**src/rtl/lsu_mw.sv**
```systemverilog
// Memory/writeback stage: runs the data-bus load/store handshake for the MW
// instruction, formats load data and selects the register-file writeback value.
module lsu_mw #(
  parameter int TIMEOUT = 16
) (
  input  logic        clk,
  input  logic        rst,
  input  logic        reg_wrMW,
  input  logic        wr_enMW,
  input  logic        rd_enMW,
  input  logic [1:0]  wb_selMW,
  input  logic [2:0]  funct3MW,
  input  logic [31:0] alu_outMW,
  input  logic [31:0] wdataMW,
  input  logic [31:0] pcMW,
  output logic        dbus_req,
  output logic        dbus_we,
  output logic [31:0] dbus_addr,
  output logic [3:0]  dbus_be,
  output logic [31:0] dbus_wdata,
  input  logic        dbus_ack,
  input  logic [31:0] dbus_rdata,
  output logic        stall,
  output logic [31:0] wb_data,
  output logic        reg_wr_out,
  output logic        mem_err
);

  localparam int CNT_W = $clog2(TIMEOUT + 1);
  localparam logic [CNT_W-1:0] CNT_LAST = CNT_W'(TIMEOUT - 1);

  typedef enum logic [1:0] {IDLE, BUSY, DONE} state_t;

  state_t           state, state_nxt;
  logic [CNT_W-1:0] cnt;
  logic             tmo;
  logic [31:0]      rdata_q;

  logic       access, is_store, is_load, bad, start;
  logic [1:0] size, lane;

  function automatic logic [3:0] byte_en(input logic [1:0] sz, input logic [1:0] ln);
    case (sz)
      2'b00:   byte_en = 4'b0001 << ln;
      2'b01:   byte_en = ln[1] ? 4'b1100 : 4'b0011;
      default: byte_en = 4'b1111;
    endcase
  endfunction

  function automatic logic [31:0] store_data(input logic [1:0] sz, input logic [31:0] wd);
    case (sz)
      2'b00:   store_data = {4{wd[7:0]}};
      2'b01:   store_data = {2{wd[15:0]}};
      default: store_data = wd;
    endcase
  endfunction

  // Lane-align the captured word, then sign- or zero-extend by access type.
  function automatic logic [31:0] load_fmt(input logic [2:0] f3, input logic [1:0] ln,
                                           input logic [31:0] raw);
    logic        [31:0] sh;
    logic signed [7:0]  b;
    logic signed [15:0] h;
    logic signed [31:0] sx;
    sh = raw >> {ln, 3'b000};
    b  = sh[7:0];
    h  = sh[15:0];
    sx = '0;
    case (f3)
      3'b000: begin sx = b; load_fmt = sx; end
      3'b001: begin sx = h; load_fmt = sx; end
      3'b100: load_fmt = {24'd0, sh[7:0]};
      3'b101: load_fmt = {16'd0, sh[15:0]};
      default: load_fmt = raw;
    endcase
  endfunction

  assign size     = funct3MW[1:0];
  assign lane     = alu_outMW[1:0];
  assign access   = rd_enMW | wr_enMW;
  assign is_store = wr_enMW;
  assign is_load  = rd_enMW & ~wr_enMW;

  // Stores win when both enables are set, so load-only funct3 checks use is_load.
  assign bad = access & ((size == 2'b11)
                       | ((size == 2'b01) & lane[0])
                       | ((size == 2'b10) & (lane != 2'b00))
                       | (is_load & ((funct3MW == 3'b011) | (funct3MW == 3'b110)
                                     | (funct3MW == 3'b111)))
                       | (is_store & funct3MW[2]));

  assign start = access & ~bad;

  always_ff @(posedge clk or posedge rst) begin
    if (rst) state <= IDLE;
    else     state <= state_nxt;
  end

  always_comb begin
    state_nxt = state;
    stall     = 1'b0;
    mem_err   = 1'b0;
    case (state)
      IDLE: begin
        if (start) begin
          stall     = 1'b1;
          state_nxt = BUSY;
        end else if (bad) begin
          mem_err = 1'b1;
        end
      end
      BUSY: begin
        stall = 1'b1;
        if (dbus_ack || (cnt == CNT_LAST)) state_nxt = DONE;
      end
      DONE: begin
        mem_err   = tmo;
        state_nxt = IDLE;
      end
      default: state_nxt = IDLE;
    endcase
  end

  // Bus request/attributes are launched from IDLE and held stable through BUSY.
  always_ff @(posedge clk or posedge rst) begin
    if (rst) begin
      dbus_req   <= 1'b0;
      dbus_we    <= 1'b0;
      dbus_addr  <= '0;
      dbus_be    <= '0;
      dbus_wdata <= '0;
      rdata_q    <= '0;
      tmo        <= 1'b0;
      cnt        <= '0;
    end else begin
      case (state)
        IDLE: begin
          if (start) begin
            dbus_req   <= 1'b1;
            dbus_we    <= is_store;
            dbus_addr  <= {alu_outMW[31:2], 2'b00};
            dbus_be    <= byte_en(size, lane);
            dbus_wdata <= store_data(size, wdataMW);
            cnt        <= '0;
          end
        end
        BUSY: begin
          if (dbus_ack) begin
            rdata_q  <= dbus_rdata;
            dbus_req <= 1'b0;
          end else if (cnt == CNT_LAST) begin
            dbus_req <= 1'b0;
            tmo      <= 1'b1;
            rdata_q  <= '0;
          end else begin
            cnt <= cnt + 1'b1;
          end
        end
        DONE: tmo <= 1'b0;
        default: ;
      endcase
    end
  end

  always_comb begin
    case (wb_selMW)
      2'b01:   wb_data = tmo ? 32'd0 : load_fmt(funct3MW, lane, rdata_q);
      2'b10:   wb_data = pcMW + 32'd4;
      default: wb_data = alu_outMW;
    endcase
  end

  assign reg_wr_out = reg_wrMW & ~stall & ~mem_err;

endmodule

```
**config.mk**
```make
export PLATFORM = sky130hd
export DESIGN_NAME = lsu_mw
export DESIGN_NICKNAME = d
export VERILOG_FILES = /design/src/rtl/lsu_mw.sv
export SDC_FILE = /design/constraint.sdc
export NUM_CORES = 1
export LEC_CHECK = 0
export ABC_AREA = 1
export CAP_MARGIN = 10
export CORE_MARGIN = 5
export CORE_UTILIZATION = 40
export CTS_CLUSTER_DIAMETER = 200
export CTS_CLUSTER_SIZE = 25
export DETAILED_ROUTE_END_ITERATION = 16
export GPL_TIMING_DRIVEN = 0
export PLACE_DENSITY = 0.78
export SYNTH_ARGS = -nofsm -noshare
export SYNTH_HDL_FRONTEND = slang
export SYNTH_SLANG_ARGS = --single-unit
```
**constraint.sdc**
```tcl
create_clock -name clk -period 9.5 [get_ports clk]
set_clock_uncertainty 0.1 [all_clocks]
set_input_delay 1.9 -clock clk [delete_from_list [all_inputs] [get_ports clk]]
set_output_delay 1.9 -clock clk [all_outputs]
set_load 0.005 [all_outputs]
```
==> impl_summary.md <==
Setup path
The endpoint of the lowest-slack register-to-register path is rdata_q[12]. For flop-to-flop paths, the worst setup slack is ~7.4 ns. At the worst endpoint, the required time is 7.50 ns.

The startpoint identified for the worst register-to-register timing path is state[1]. The class of the most critical setup path is in -> out. Measured in cells, the most critical reg-to-reg path has a length of 5.

The kind of capture point of the worst setup path is an output port. In this run the worst setup path terminates at wb_data[1]. The launching element of the worst setup path is wb_selMW[0]. The worst-path maximum fanout is 10. The type of element launching the critical path is a primary input.

The arrival time of the worst setup path is 4.61 ns.

Die
The total area inside the core boundary comes to 16600 µm². The height of the chip is ~140 µm. Pin placement for this block handled around 240 I/O pins. The die is between 100 and 150 µm wide.

The starting density of the core is between 40% and 50%. The area of the die is a little under 20000 µm². Row generation in the floorplan step produced 47 rows.

Power
Power spread over the standard cell area amounts to 193 nW/µm². The maximum ir drop on the vdd rail is a little under 100 µV. The overall power after layout is between 0.0015 and 0.002 W. In this run the static leakage power is ~4.5 nW.

Timing
The number of endpoints failing setup at the final stage is 0. Measured against its own limit, the worst slew margin works out to roughly 41%. The measured slew at the worst slew-check pin is approximately 0.89 ns. Setup repair after global routing left no endpoint under its margin.

The final critical path takes up 69.6% of the cycle. The worst hold slack across all endpoints is around 0.38 ns. The number of failing hold endpoints at the final stage was 0.

The max-slew violation total from the final report is 0. The total negative slack is 0 ns. The maximum operating frequency is between 150 and 200 MHz.

The minimum clock period is around 6.6 ns.

Drt
After detailed routing, the number of remaining DRC violations is 0. The number of antenna-violating nets in the routed design is 0. The routed length per instance is about 18 µm. After detailed routing, the total wire length is approximately 27000 µm. The first detailed-routing pass took 5 iterations. Dividing the detail-routed via count by the number of cells gives between 5 and 6. The number of vias after detailed routing is 8019. The routed design uses between 2000 and 3000 µm of met3 wire. In this run the top signal layer used is met4. Detailed routing placed a total of 12400 µm of wire on met2. In this run, the number of DRC markers left after iteration 0 of detailed routing was between 600 and 700.

The met1 routed wirelength after detailed routing is ~11000 µm.

Run
The reported max-cap violation count is 0.

Logic synthesis
The share of the synthesized area in compound gates (AO/OA/AOI/OAI) is 13.1%. The fraction of registers with async set or reset after synthesis is between 90% and 100%. Summing every instance area after synthesis gives between 6000 and 7000 µm².

After synthesis the netlist holds a flip-flop and latch count of about 110. The number of instances in the synthesized netlist is between 1k and 1.5k. The sequential cell area fraction in the yosys report is a little under 40%.

The mux share of post-synthesis cell area is 0.147%. In this run, synthesis inferred 0 flip-flops with an integrated enable. The most used flip-flop cell after synthesis is dfrtp_1. The parity-gate share of the synthesized area counting xor and xnor cells is less than 1%.

The synthesized-area fraction occupied by and/or/nand/nor cells is 37.1%. The post-synthesis adder-cell area fraction is less than 1%. By area, the combinational part of the netlist is dominated by simple AND/OR/NAND/NOR gates. The distinct cell type count of the synthesized netlist is 36.

The Yosys step of the flow raised 0 warnings. The synthesized area per cell is approximately 6.6 µm².

Placement
The congestion estimate from routability-driven global placement came to between 0.9 and 1. The wire-length estimate of the detail-placed layout is 22100 µm. The count of buffers added on input and output ports is 240. In this run the cell area measured after placement is approximately 9500 µm².

Layout
The number of fillers in the final layout is about 1.6k. The library cells used most frequently in the layout, excluding fill and tap cells, are nand2_1 (395), clkdlybuf4s50_1 (240), nand3_1 (111), dfrtp_1 (108), nor2_1 (99). For this run, the post-layout net count is 1436. 0 antenna diodes ended up in the layout. Cells with a size suffix above 1 make up between 3 and 4% of the layout.

From synthesis to final layout, the design area changed by 43.8%. The library cell used most frequently in the layout, excluding fill and tap cells, is nand2_1. With fillers left out, the area of the finished cells amounts to slightly below 10000 µm².

Min path
The classification of the worst-slack hold path is reg -> reg.

CTS
The count of hold-fix buffers inserted at cts is 0. Once the clock tree was built, the setup fixing pass inserted 0 buffers. After clock tree synthesis, the clock-pin slew on the worst setup and hold paths is ~0.070 ns.

Counting every sink on the clock net gives roughly 110. At the later pin of the worst-skew pair, clock insertion delay measures approximately 0.36 ns. Clock tree synthesis selected as its root buffer the cell clkbuf_16.

The number of buffers between clock root and the deepest sink is 2. TritonCTS built the clock tree. In this run, CTS created clock tree buffers numbering 9.

The H-tree generated during clock tree synthesis spans 3 levels. The number of cells upsized or downsized after cts is 0.

Status
The flow ran to the end, and the final reports show no timing, DRC or antenna violations.

Global routing
For this run the aggregate overflow at the end of global routing stands at 0. The via count of the first global-routing pass was ~7.7k. The initial antenna violation count is 0. Global routing consumed, over all layers together, roughly 27% of the routing resources. Entering global routing, the biggest net connects slightly above 70 pins. The first global-routing pass estimated between 40000 and 50000 µm of wire.
[kinds of logic after synthesis]
logic type               Yosys count
AO/OA/AOI/OAI                    162
adder cells (fa/ha/maj)            5
other                              1
buffers and inverters            142
AND/OR/NAND/NOR                  619
flip-flops                       108
XOR/XNOR                           1
multiplexers                       1
[area by class of cell]
| type | instances | area, µm² | share of cell area, % |
|---|---|---|---|
| Multi-Input combinational cell | 790 | 3520 | 35.9 |
| Inverter | 91 | 344 | 3.51 |
| Timing Repair Buffer | 241 | 2420 | 24.7 |
| Sequential cell | 108 | 2700 | 27.5 |
| Buffer | 51 | 264 | 2.69 |
| Clock inverter | 6 | 46.3 | 0.472 |
| Tap cell | 220 | 275 | 2.81 |
| Clock buffer | 10 | 239 | 2.44 |
[report_power, final]
part	total (W)	switching, W	leakage [nW]	internal [W]
combinational	0.000771	0.000374	3.06	0.000397
clock	0.000371	0.000183	0.141	0.000188
sequential	0.000752	0.000122	1.33	0.000631
[how the worst min path moves through the flow]
stage,startpoint,endpoint,slack [ns],cells past startpoint
after floorplan,dbus_addr[7],dbus_addr[7],0.37,2
after global placement,dbus_we,dbus_we,0.36,2
after detailed placement,dbus_addr[21],dbus_addr[21],0.36,2
after CTS,dbus_we,dbus_we,0.38,2
after global routing,dbus_addr[21],dbus_addr[21],0.40,2
final,dbus_addr[19],dbus_addr[19],0.38,2
[sequential cells by signal, summed over array words and instances, names as in the netlist]
name	flops
dbus_wdata	32
state	2
dbus_we	1
dbus_be	4
tmo	1
rdata_q	32
dbus_req	1
cnt	5
dbus_addr	30
[cells in the mapped netlist (2+ instances only)]
cell / count / area share (%)
nor2_1: 99 / 5.4
clkbuf_1: 30 / 1.7
buf_1: 2 / 0.11
buf_6: 7 / 1.2
a21oi_1: 44 / 3.2
inv_1: 90 / 5.0
o21ai_1: 17 / 1.2
nand2_4: 2 / 0.33
ha_1: 5 / 0.92
nand3_1: 111 / 8.1
nand4_1: 5 / 0.46
buf_4: 2 / 0.22
o21bai_1: 4 / 0.44
a31oi_1: 17 / 1.6
o211ai_1: 4 / 0.44
nand2_1: 395 / 22
o21ai_0: 64 / 4.7
buf_2: 10 / 0.73
a22oi_1: 6 / 0.66
dfrtp_1: 108 / 40
nor2_2: 2 / 0.18
[layer usage]
metal	up-vias	GRT usage, %
met3	58	6.30
met5	-	0
li1	3847	-
met2	440	44.0
met1	3674	35.3
met4	0	9.23
[stage by stage]
stage	cells	util, %	setup slack (ns)
global route	1517	59.0	2.75
CTS	1517	59.0	2.89
floorplan	1040	-	4.52
detailed placement	1501	57.3	2.90
finish	1517	59.0	2.89
global placement	1500	57.1	2.86
[worst max-delay path, stage by stage]
cell and delay [ns]:
clkdlybuf4s50_1 0.49, inv_1 0.09, ha_1 0.15, clkbuf_1 0.34
clkbuf_1 0.55, a21oi_1 0.18, a22oi_1 0.32, clkdlybuf4s50_1 0.58
No activity file was read; power rests on OpenSTA's default activity.
